===== config.mk =====
export PLATFORM = sky130hd
export DESIGN_NAME = prim_ram_cfg_mgr
export DESIGN_NICKNAME = d
export VERILOG_FILES = /design/src/rtl/prim_ram_cfg_mgr.sv
export SDC_FILE = /design/constraint.sdc
export NUM_CORES = 1
export LEC_CHECK = 0
export CELL_PAD_IN_SITES_DETAIL_PLACEMENT = 2
export CELL_PAD_IN_SITES_GLOBAL_PLACEMENT = 2
export CORE_MARGIN = 2
export CORE_UTILIZATION = 35
export CTS_CLUSTER_DIAMETER = 60
export DETAILED_ROUTE_END_ITERATION = 7
export PLACE_DENSITY_LB_ADDON = 0.3
export RECOVER_POWER = 50
export SYNTH_ARGS = -nofsm -noshare
export SYNTH_HDL_FRONTEND = slang
export SYNTH_SLANG_ARGS = --single-unit

===== constraint.sdc =====
create_clock -name clk_i -period 2.85 [get_ports clk_i]
set_clock_uncertainty 0.1 [all_clocks]
set_input_delay 0.57 -clock clk_i [delete_from_list [all_inputs] [get_ports clk_i]]
set_output_delay 0.57 -clock clk_i [all_outputs]
set_load 0.02 [all_outputs]

===== src/rtl/prim_ram_cfg_mgr.sv =====
// prim_ram_cfg_mgr
// Applies runtime configuration to a group of prim_ram_* instances. Before a
// new setting is applied, new RAM requests are held off and any in-flight
// accesses are drained. After the apply, the hold stays up for a fixed settle
// interval. If the drain takes too long, the attempt is abandoned and the
// applied configuration is left untouched.
//
// Each RAM port owns two fields, fcfg (f=0) and lcfg (f=1). Each field is
// {cfg_en, cfg[CfgW-1:0]}. Field f of port p sits at [(2p+f)*FieldW +: FieldW].
//
// state    | meaning
// ---------+------------------------------------------------------------
// StIdle   | waiting for a commit; RAM free to run
// StDrain  | hold asserted; waiting for every port's busy to clear
// StApply  | enabled shadow fields copied into the applied config
// StSettle | hold kept asserted while the RAM settles on the new config
// StDone   | one-cycle completion pulse
// StAbort  | drain timed out; one-cycle timeout pulse, config untouched
module prim_ram_cfg_mgr #(
  parameter int NumPorts     = 2,
  parameter int CfgW         = 4,
  parameter int SettleCycles = 4,
  parameter int DrainTimeout = 16,
  localparam int FieldW      = CfgW + 1,
  localparam int TotW        = 2 * NumPorts * FieldW
) (
  input  logic                clk_i,
  input  logic                rst_ni,
  input  logic [TotW-1:0]     cfg_wdata_i,
  input  logic                cfg_commit_i,
  input  logic [NumPorts-1:0] ram_busy_i,
  output logic                ram_hold_o,
  output logic [TotW-1:0]     ram_cfg_o,
  output logic                cfg_busy_o,
  output logic                cfg_done_o,
  output logic                cfg_timeout_o,
  output logic                cfg_overrun_o
);

  localparam int NumFields = 2 * NumPorts;
  localparam int DrainW    = $clog2(DrainTimeout + 1);
  // A zero settle interval still needs a legal (1-bit) counter.
  localparam int SettleW   = (SettleCycles > 0) ? $clog2(SettleCycles + 1) : 1;

  localparam logic [DrainW-1:0]  DrainLimit = DrainW'(DrainTimeout);
  localparam logic [SettleW-1:0] SettleLoad = SettleW'(SettleCycles);

  typedef enum logic [2:0] {
    StIdle   = 3'd0,
    StDrain  = 3'd1,
    StApply  = 3'd2,
    StSettle = 3'd3,
    StDone   = 3'd4,
    StAbort  = 3'd5
  } state_e;

  state_e             state_q, state_d;
  logic [TotW-1:0]    shadow_q, shadow_d;
  logic [TotW-1:0]    ram_cfg_q, ram_cfg_d;
  logic [DrainW-1:0]  drain_cnt_q, drain_cnt_d;
  logic [SettleW-1:0] settle_cnt_q, settle_cnt_d;
  logic               overrun_q, overrun_d;

  // Register update for state, shadow, applied config, timers and overrun flag.
  always_ff @(posedge clk_i or negedge rst_ni) begin
    if (!rst_ni) begin
      state_q      <= StIdle;
      shadow_q     <= '0;
      ram_cfg_q    <= '0;
      drain_cnt_q  <= '0;
      settle_cnt_q <= '0;
      overrun_q    <= 1'b0;
    end else begin
      state_q      <= state_d;
      shadow_q     <= shadow_d;
      ram_cfg_q    <= ram_cfg_d;
      drain_cnt_q  <= drain_cnt_d;
      settle_cnt_q <= settle_cnt_d;
      overrun_q    <= overrun_d;
    end
  end

  // Next-state logic: sequence a commit through drain, apply and settle.
  always_comb begin
    state_d      = state_q;
    shadow_d     = shadow_q;
    ram_cfg_d    = ram_cfg_q;
    drain_cnt_d  = drain_cnt_q;
    settle_cnt_d = settle_cnt_q;
    // A commit is only accepted in IDLE. A commit in any other state,
    // including the last cycle of DONE/ABORT, is flagged on the next cycle.
    overrun_d    = cfg_commit_i && (state_q != StIdle);

    unique case (state_q)
      StIdle: begin
        if (cfg_commit_i) begin
          shadow_d    = cfg_wdata_i;
          drain_cnt_d = '0;
          state_d     = StDrain;
        end
      end

      StDrain: begin
        if (ram_busy_i == '0) begin
          state_d = StApply;
        end else begin
          // Count busy cycles, saturating. The attempt is abandoned once the
          // count reaches the limit.
          if (drain_cnt_q != DrainLimit) begin
            drain_cnt_d = drain_cnt_q + 1'b1;
          end
          if (drain_cnt_d == DrainLimit) begin
            state_d = StAbort;
          end
        end
      end

      StApply: begin
        // Only fields whose shadow enable bit is set are replaced. The whole
        // field is copied, including the enable bit.
        for (int k = 0; k < NumFields; k++) begin
          if (shadow_q[k*FieldW + CfgW]) begin
            ram_cfg_d[k*FieldW +: FieldW] = shadow_q[k*FieldW +: FieldW];
          end
        end
        settle_cnt_d = SettleLoad;
        state_d      = (SettleCycles == 0) ? StDone : StSettle;
      end

      StSettle: begin
        // Down-counter loaded with SettleCycles. A terminal count of 1 means
        // this is the last settle cycle.
        if (settle_cnt_q != '0) begin
          settle_cnt_d = settle_cnt_q - 1'b1;
        end
        if (settle_cnt_q <= SettleW'(1)) begin
          state_d = StDone;
        end
      end

      StDone:  state_d = StIdle;
      StAbort: state_d = StIdle;
      default: state_d = StIdle;
    endcase
  end

  // All outputs are decoded from registered state.
  assign ram_hold_o    = (state_q == StDrain) || (state_q == StApply) ||
                         (state_q == StSettle);
  assign cfg_busy_o    = (state_q != StIdle);
  assign cfg_done_o    = (state_q == StDone);
  assign cfg_timeout_o = (state_q == StAbort);
  assign cfg_overrun_o = overrun_q;
  assign ram_cfg_o     = ram_cfg_q;

endmodule


==> flow_summary.ini, run 1 <==
[yosys]
synth_area_per_cell_um2 = 12.8
synth_ff_type = dfrtp_1
synthesis.area_um2 = 2260
synth_cells = 177
seq_area_frac_synth_pct = 57.6
synth_edf_count = 0
synthDistinctLibCells = 33
ys_ff_latch = 52
syn-num-nets = 207
synthArstFlopShare_pct = 100
ys.warnings.count = 0

[power_and_ir_drop]
clkPwrFrac_pct = 13.1
leakagePower_nw = 1.25
peakVddDrop_mv = 0.497
p_sw_share_pct = 36.5
intPower_mw = 2.03
combPwrFrac_pct = 45.3
powerDensity_nw_per_um2 = 1100
p_seq_share_pct = 41.6
p_switching_mw = 1.16

[cells_and_area]
final_area_um2 = 2910
fill_cells = 681
syn_to_final_growth_pct = 28.9
final_common_cell = dfrtp_1
layout_common_cells = 52 x dfrtp_1, 47 x clkdlybuf4s50_1, 36 x mux2_2
finalNetCount = 259
n_antenna_cell = 0
drive_gt1_share_pct = 23.9

[timing]
relSlewSlack_pct = 29.0
tns_ns = 0
setup_violations = 0
period_minus_slack_ns = 2.54
slew_violations = 0
hold_violations = 0
worst_slew_pin_slew_ns = 1.07
rsz0062_at_grt = false
max_freq_mhz = 394
finalCritPeriodShare_pct = 89.0

[global_routing]
grt_busiest_layer = met2
grt_pass1_wl_um = 8240
grt_pass1_vias = 1652
gr-total-overflow = 0
grt.met3_usage_pct = 4.23
grt_use_total_pct = 14.7
antenna_found_initial = 0
use_met1_pct = 18.8
grt_start_max_net_pins = 21
grtUsageMet2_pct = 25.0

[placed_design]
placed_area_um2 = 2840
numPortBuffers = 49
globalplace.congestion = 0.725
dp_hpwl_um = 3730

[clock_tree]
post_cts_resize_count = 0
cts_buffers = 5
clock_latency_ns = 0.30
clock_path_buffers = 2
root_buffer = clkbuf_8
cts_tree = done
postCtsHoldBufs = 0
numClockSinks = 52
clk_pin_slew_ns = 0.09
htreeDepth = 2
post-cts-setup-buffer-count = 0

[die]
die_w_um = 84.4
row_count = 29
die_area_um2 = 7120
fp.dieH_um = 84.4
pin_count = 50
initial_core_util_pct = 35.8
core_um2 = 6310

[drt]
drcViolationCount = 0
drt-wirelength-per-cell_um = 15.9
ant_nets = 0
first_iter_violations = 24
wl_um = 4890
drt_pass1_iterations = 4
vias_per_cell = 4.97
num_vias = 1525

[worst_setup_path]
end_kind = output pin
required_ns = 2.18
worstSetupStartpointType = register
worst-path-max-fanout = 14
crit_type = reg -> out
crit_arrival_ns = 1.87

[job]
drv_cap = 0

[worst_hold_path]
hold_class = in -> async

[run_status]
outcome = finished, final reports clean
## flip-flops by register name, summed over array words and instances (netlist names)
| name | flops |
|---|---|
| shadow_q | 20 |
| settle_cnt_q | 3 |
| state_q | 3 |
| cfg_overrun_o | 1 |
| drain_cnt_q | 5 |
| ram_cfg_o | 20 |
## layout make-up
class | instances | area, µm² | share of cell area [%]
tap | 77 | 96.3 | 3.31
timing repair buffer | 53 | 507 | 17.4
clock inverter | 3 | 18.8 | 0.644
sequential | 52 | 1300 | 44.7
inverter | 6 | 22.5 | 0.773
multi-input combinational | 111 | 900 | 30.9
clock buffer | 5 | 68.8 | 2.36
## metrics by stage
stage / instances / hold slack [ns] / util [%] / power (mW) / setup WS [ns]
2_1_floorplan: 177 / 0.174 / - / 2.22 / 1.09
6_report: 307 / 0.310 / 46.2 / 3.20 / 0.313
3_3_place_gp: 299 / 0.354 / 45.0 / 2.78 / 0.607
3_5_place_dp: 299 / 0.357 / 45.0 / 2.84 / 0.538
5_1_grt: 307 / 0.402 / 46.2 / 3.44 / 0.215
4_1_cts: 307 / 0.104 / 46.4 / 3.27 / 0.273
## power groups by stage
stage	logic, mW	registers, mW	clock network [mW]
2_1_floorplan	0.785	1.44	0
3_3_place_gp	1.44	1.34	0
3_5_place_dp	1.48	1.36	0
4_1_cts	1.49	1.34	0.433
5_1_grt	1.59	1.39	0.458
6_report	1.45	1.33	0.419
## final timing paths
path / start / endpoint / slack, ns / cells after the start
max: state_q[1] / cfg_busy_o / 0.31 / 2
min: rst_ni / settle_cnt_q[2] / 0.31 / 1
max reg2reg: state_q[1] / shadow_q[6] / 0.84 / 3
min reg2reg: ram_cfg_o[19] / ram_cfg_o[19] / 0.38 / 1
max in group asynchronous: rst_ni / shadow_q[11] / 0.84 / 2
min in group clk_i: ram_cfg_o[19] / ram_cfg_o[19] / 0.38 / 1
## logic make-up after synthesis
family          after synthesis  synth area share, %
compound gates               21                 6.14
xor+xnor                      3                 1.16
simple gates                 44                 11.0
buf+inv                      14                 2.55
mux                          38                 18.8
fa+ha+maj                     5                 2.77
flops                        52                 57.6
## per-layer routing
metal / part of all wire (%) / up-vias
met5: 0 / -
met4: 0.88 / 0
met3: 3.6 / 5
met2: 50 / 28
met1: 46 / 781
li1: - / 711
## synthesized netlist by cell type (4+ instances only)
cell	number	area, µm²
dfrtp_1	52	1300
nor2_1	11	41.3
or2_2	5	31.3
clkbuf_1	4	15.0
nand2_1	5	18.8
a21oi_1	7	35.0
buf_2	4	20.0
and2_1	5	31.3
mux2_2	36	405
o21ai_0	5	25.0
and3_1	5	31.3
inv_1	6	22.5
ha_1	5	62.6
## worst max-delay path, cell delays in order, from the launching register on
cell             delay [ns]
dfrtp_1                0.54
or3_1                  0.46
clkdlybuf4s50_1        0.56
Note: power is estimated with default switching activity, not from simulation.
==> run 2: changes to the inputs <==
--- a/config.mk
+++ b/config.mk
@@ -10,7 +10,9 @@
 export CORE_MARGIN = 2
 export CORE_UTILIZATION = 35
 export CTS_CLUSTER_DIAMETER = 60
+export CTS_CLUSTER_SIZE = 25
 export DETAILED_ROUTE_END_ITERATION = 7
+export GPL_TIMING_DRIVEN = 0
 export PLACE_DENSITY_LB_ADDON = 0.3
 export RECOVER_POWER = 50
 export SYNTH_ARGS = -nofsm -noshare
==> constraint.sdc (replaced) <==
create_clock -name clk_i -period 2.85 [get_ports clk_i]
set_clock_uncertainty 0.1 [all_clocks]
set_input_delay 0.57 -clock clk_i [delete_from_list [all_inputs] [get_ports clk_i]]
set_output_delay 0.57 -clock clk_i [all_outputs]
set_load 0.005 [all_outputs]
==> flow_summary.ini, run 2 (synthesis gave the netlist of run 1 again) <==
[power_and_ir_drop]
leakagePower_nw = 1.25
powerDensity_nw_per_um2 = 1030
peakVddDrop_mv = 0.529

[die]
row_count = 29
die_w_um = 84.4
core_um2 = 6310
fp.dieH_um = 84.4
die_area_um2 = 7120
initial_core_util_pct = 35.8
pin_count = 50

[worst_setup_path]
worst-path-max-fanout = 10
crit_slowest_cell = or3_1
crit_arrival_ns = 1.81
slowest_delay_ns = 0.47
worstSetupStartpointType = register
cp_top_family = buffers and inverters
path_buf_inv = 2
required_ns = 2.18
crit_chain = clkbuf_1, or3_1, clkdlybuf4s50_1
end_kind = output pin
crit_type = reg -> out

[worst_hold_path]
hold_class = reg -> reg

[placed_design]
dp_hpwl_um = 3890
globalplace.congestion = 0.756
place_ws_ns = 0.244
placed_area_um2 = 2860
numPortBuffers = 49

[clock_tree]
root_buffer = clkbuf_8
post-cts-setup-buffer-count = 0
post_cts_resize_count = 0
numClockSinks = 52
clock_path_buffers = 2
clock_latency_ns = 0.31
cts_tree = done
postCtsHoldBufs = 0
htreeDepth = 2
clk_pin_slew_ns = 0.10
cts_buffers = 5

[global_routing]
grtUsageMet2_pct = 28.7
grt_pass1_wl_um = 8740
grt.met3_usage_pct = 4.23
grt_busiest_layer = met2
antenna_found_initial = 0
grt_pass1_vias = 1775
gr-total-overflow = 0
grt_start_max_net_pins = 28
use_met1_pct = 17.9
grt_use_total_pct = 15.6

[job]
drv_cap = 0

[timing]
slew_violations = 0
relSlewSlack_pct = 9.52
finalCritPeriodShare_pct = 86.9
max_freq_mhz = 404
setup_violations = 0
period_minus_slack_ns = 2.48
hold_violations = 0
rsz0062_at_grt = false
worst_slew_pin_slew_ns = 1.36
setup_slack_ns = 0.372

[cells_and_area]
postLayoutCoreUtil_pct = 46.5
final_common_cell = dfrtp_1
syn_to_final_growth_pct = 29.9
drive_gt1_share_pct = 24.3
n_antenna_cell = 0
layout_common_cells = 52 x dfrtp_1, 42 x clkdlybuf4s50_1, 36 x mux2_2
final_area_um2 = 2940
fill_cells = 658
finalNetCount = 264

[drt]
ant_nets = 0
wl_um = 5140
first_iter_violations = 29
drt-wirelength-per-cell_um = 16.5
drcViolationCount = 0
drt_pass1_iterations = 4
vias_per_cell = 5.00
num_vias = 1561

[run_status]
outcome = finished, final reports clean
run 2: cell types whose count changed in the layout (fill, tap and decap cells not counted):
cell / before / now
clkdlybuf4s50_1: 47 / 42
buf_2: 0 / 3
dlygate4sd3_1: 1 / 6
clkinvlp_4: 0 / 2
clkbuf_2: 0 / 1
buf_4: 2 / 0
inv_8: 0 / 1
clkinv_4: 1 / 0
clkbuf_1: 3 / 6
clkinv_2: 2 / 0
run 2: area by class of cell:
class / instances / area [µm²] / area share (%)
timing repair buffer: 50 / 489 / 16.7
clock inverter: 3 / 26.3 / 0.894
sequential: 52 / 1300 / 44.3
inverter: 6 / 22.5 / 0.767
buffer: 8 / 33.8 / 1.15
clock buffer: 5 / 68.8 / 2.34
multi-input combinational: 111 / 900 / 30.6
tap: 77 / 96.3 / 3.28
run 2: final timing paths:
check	from	endpoint	slack [ns]	depth (start not counted)
min	ram_cfg_o[9]	ram_cfg_o[9]	0.37	1
min reg2reg	ram_cfg_o[9]	ram_cfg_o[9]	0.37	1
max reg2reg	state_q[2]	shadow_q[12]	0.72	4
min in group asynchronous	rst_ni	cfg_overrun_o	0.44	1
max	state_q[2]	cfg_busy_o	0.37	3
max in group asynchronous	rst_ni	drain_cnt_q[3]	0.85	2
run 2: layer usage:
| metal | wire, µm | vias to the layer above |
|---|---|---|
| met5 | 0 | - |
| met4 | 41 | 0 |
| met3 | 218 | 5 |
| met2 | 2790 | 29 |
| met1 | 2090 | 802 |
| li1 | - | 725 |
run 2: worst register-to-register path, cell delays in order (launching register included):
cell,delay [ns]
dfrtp_1,0.37
clkbuf_1,0.20
nor4b_1,0.57
buf_2,0.39
mux2_2,0.38
run 2: power by group:
group	internal [mW]	total, mW	switching (mW)
sequential	1.09	1.30	0.214
combinational	0.757	1.28	0.528
clock	0.179	0.439	0.260
total	2.03	3.03	1.00
run 2: through the flow:
step	power (mW)	hold slack, ns	setup TNS (ns)	std cells
floorplan	2.03	0.174	0	177
global placement	2.58	0.352	-27.30	303
detailed placement	2.66	0.356	0	304
CTS	3.12	0.167	0	312
global route	3.28	0.417	0	312
finish	3.03	0.370	0	312
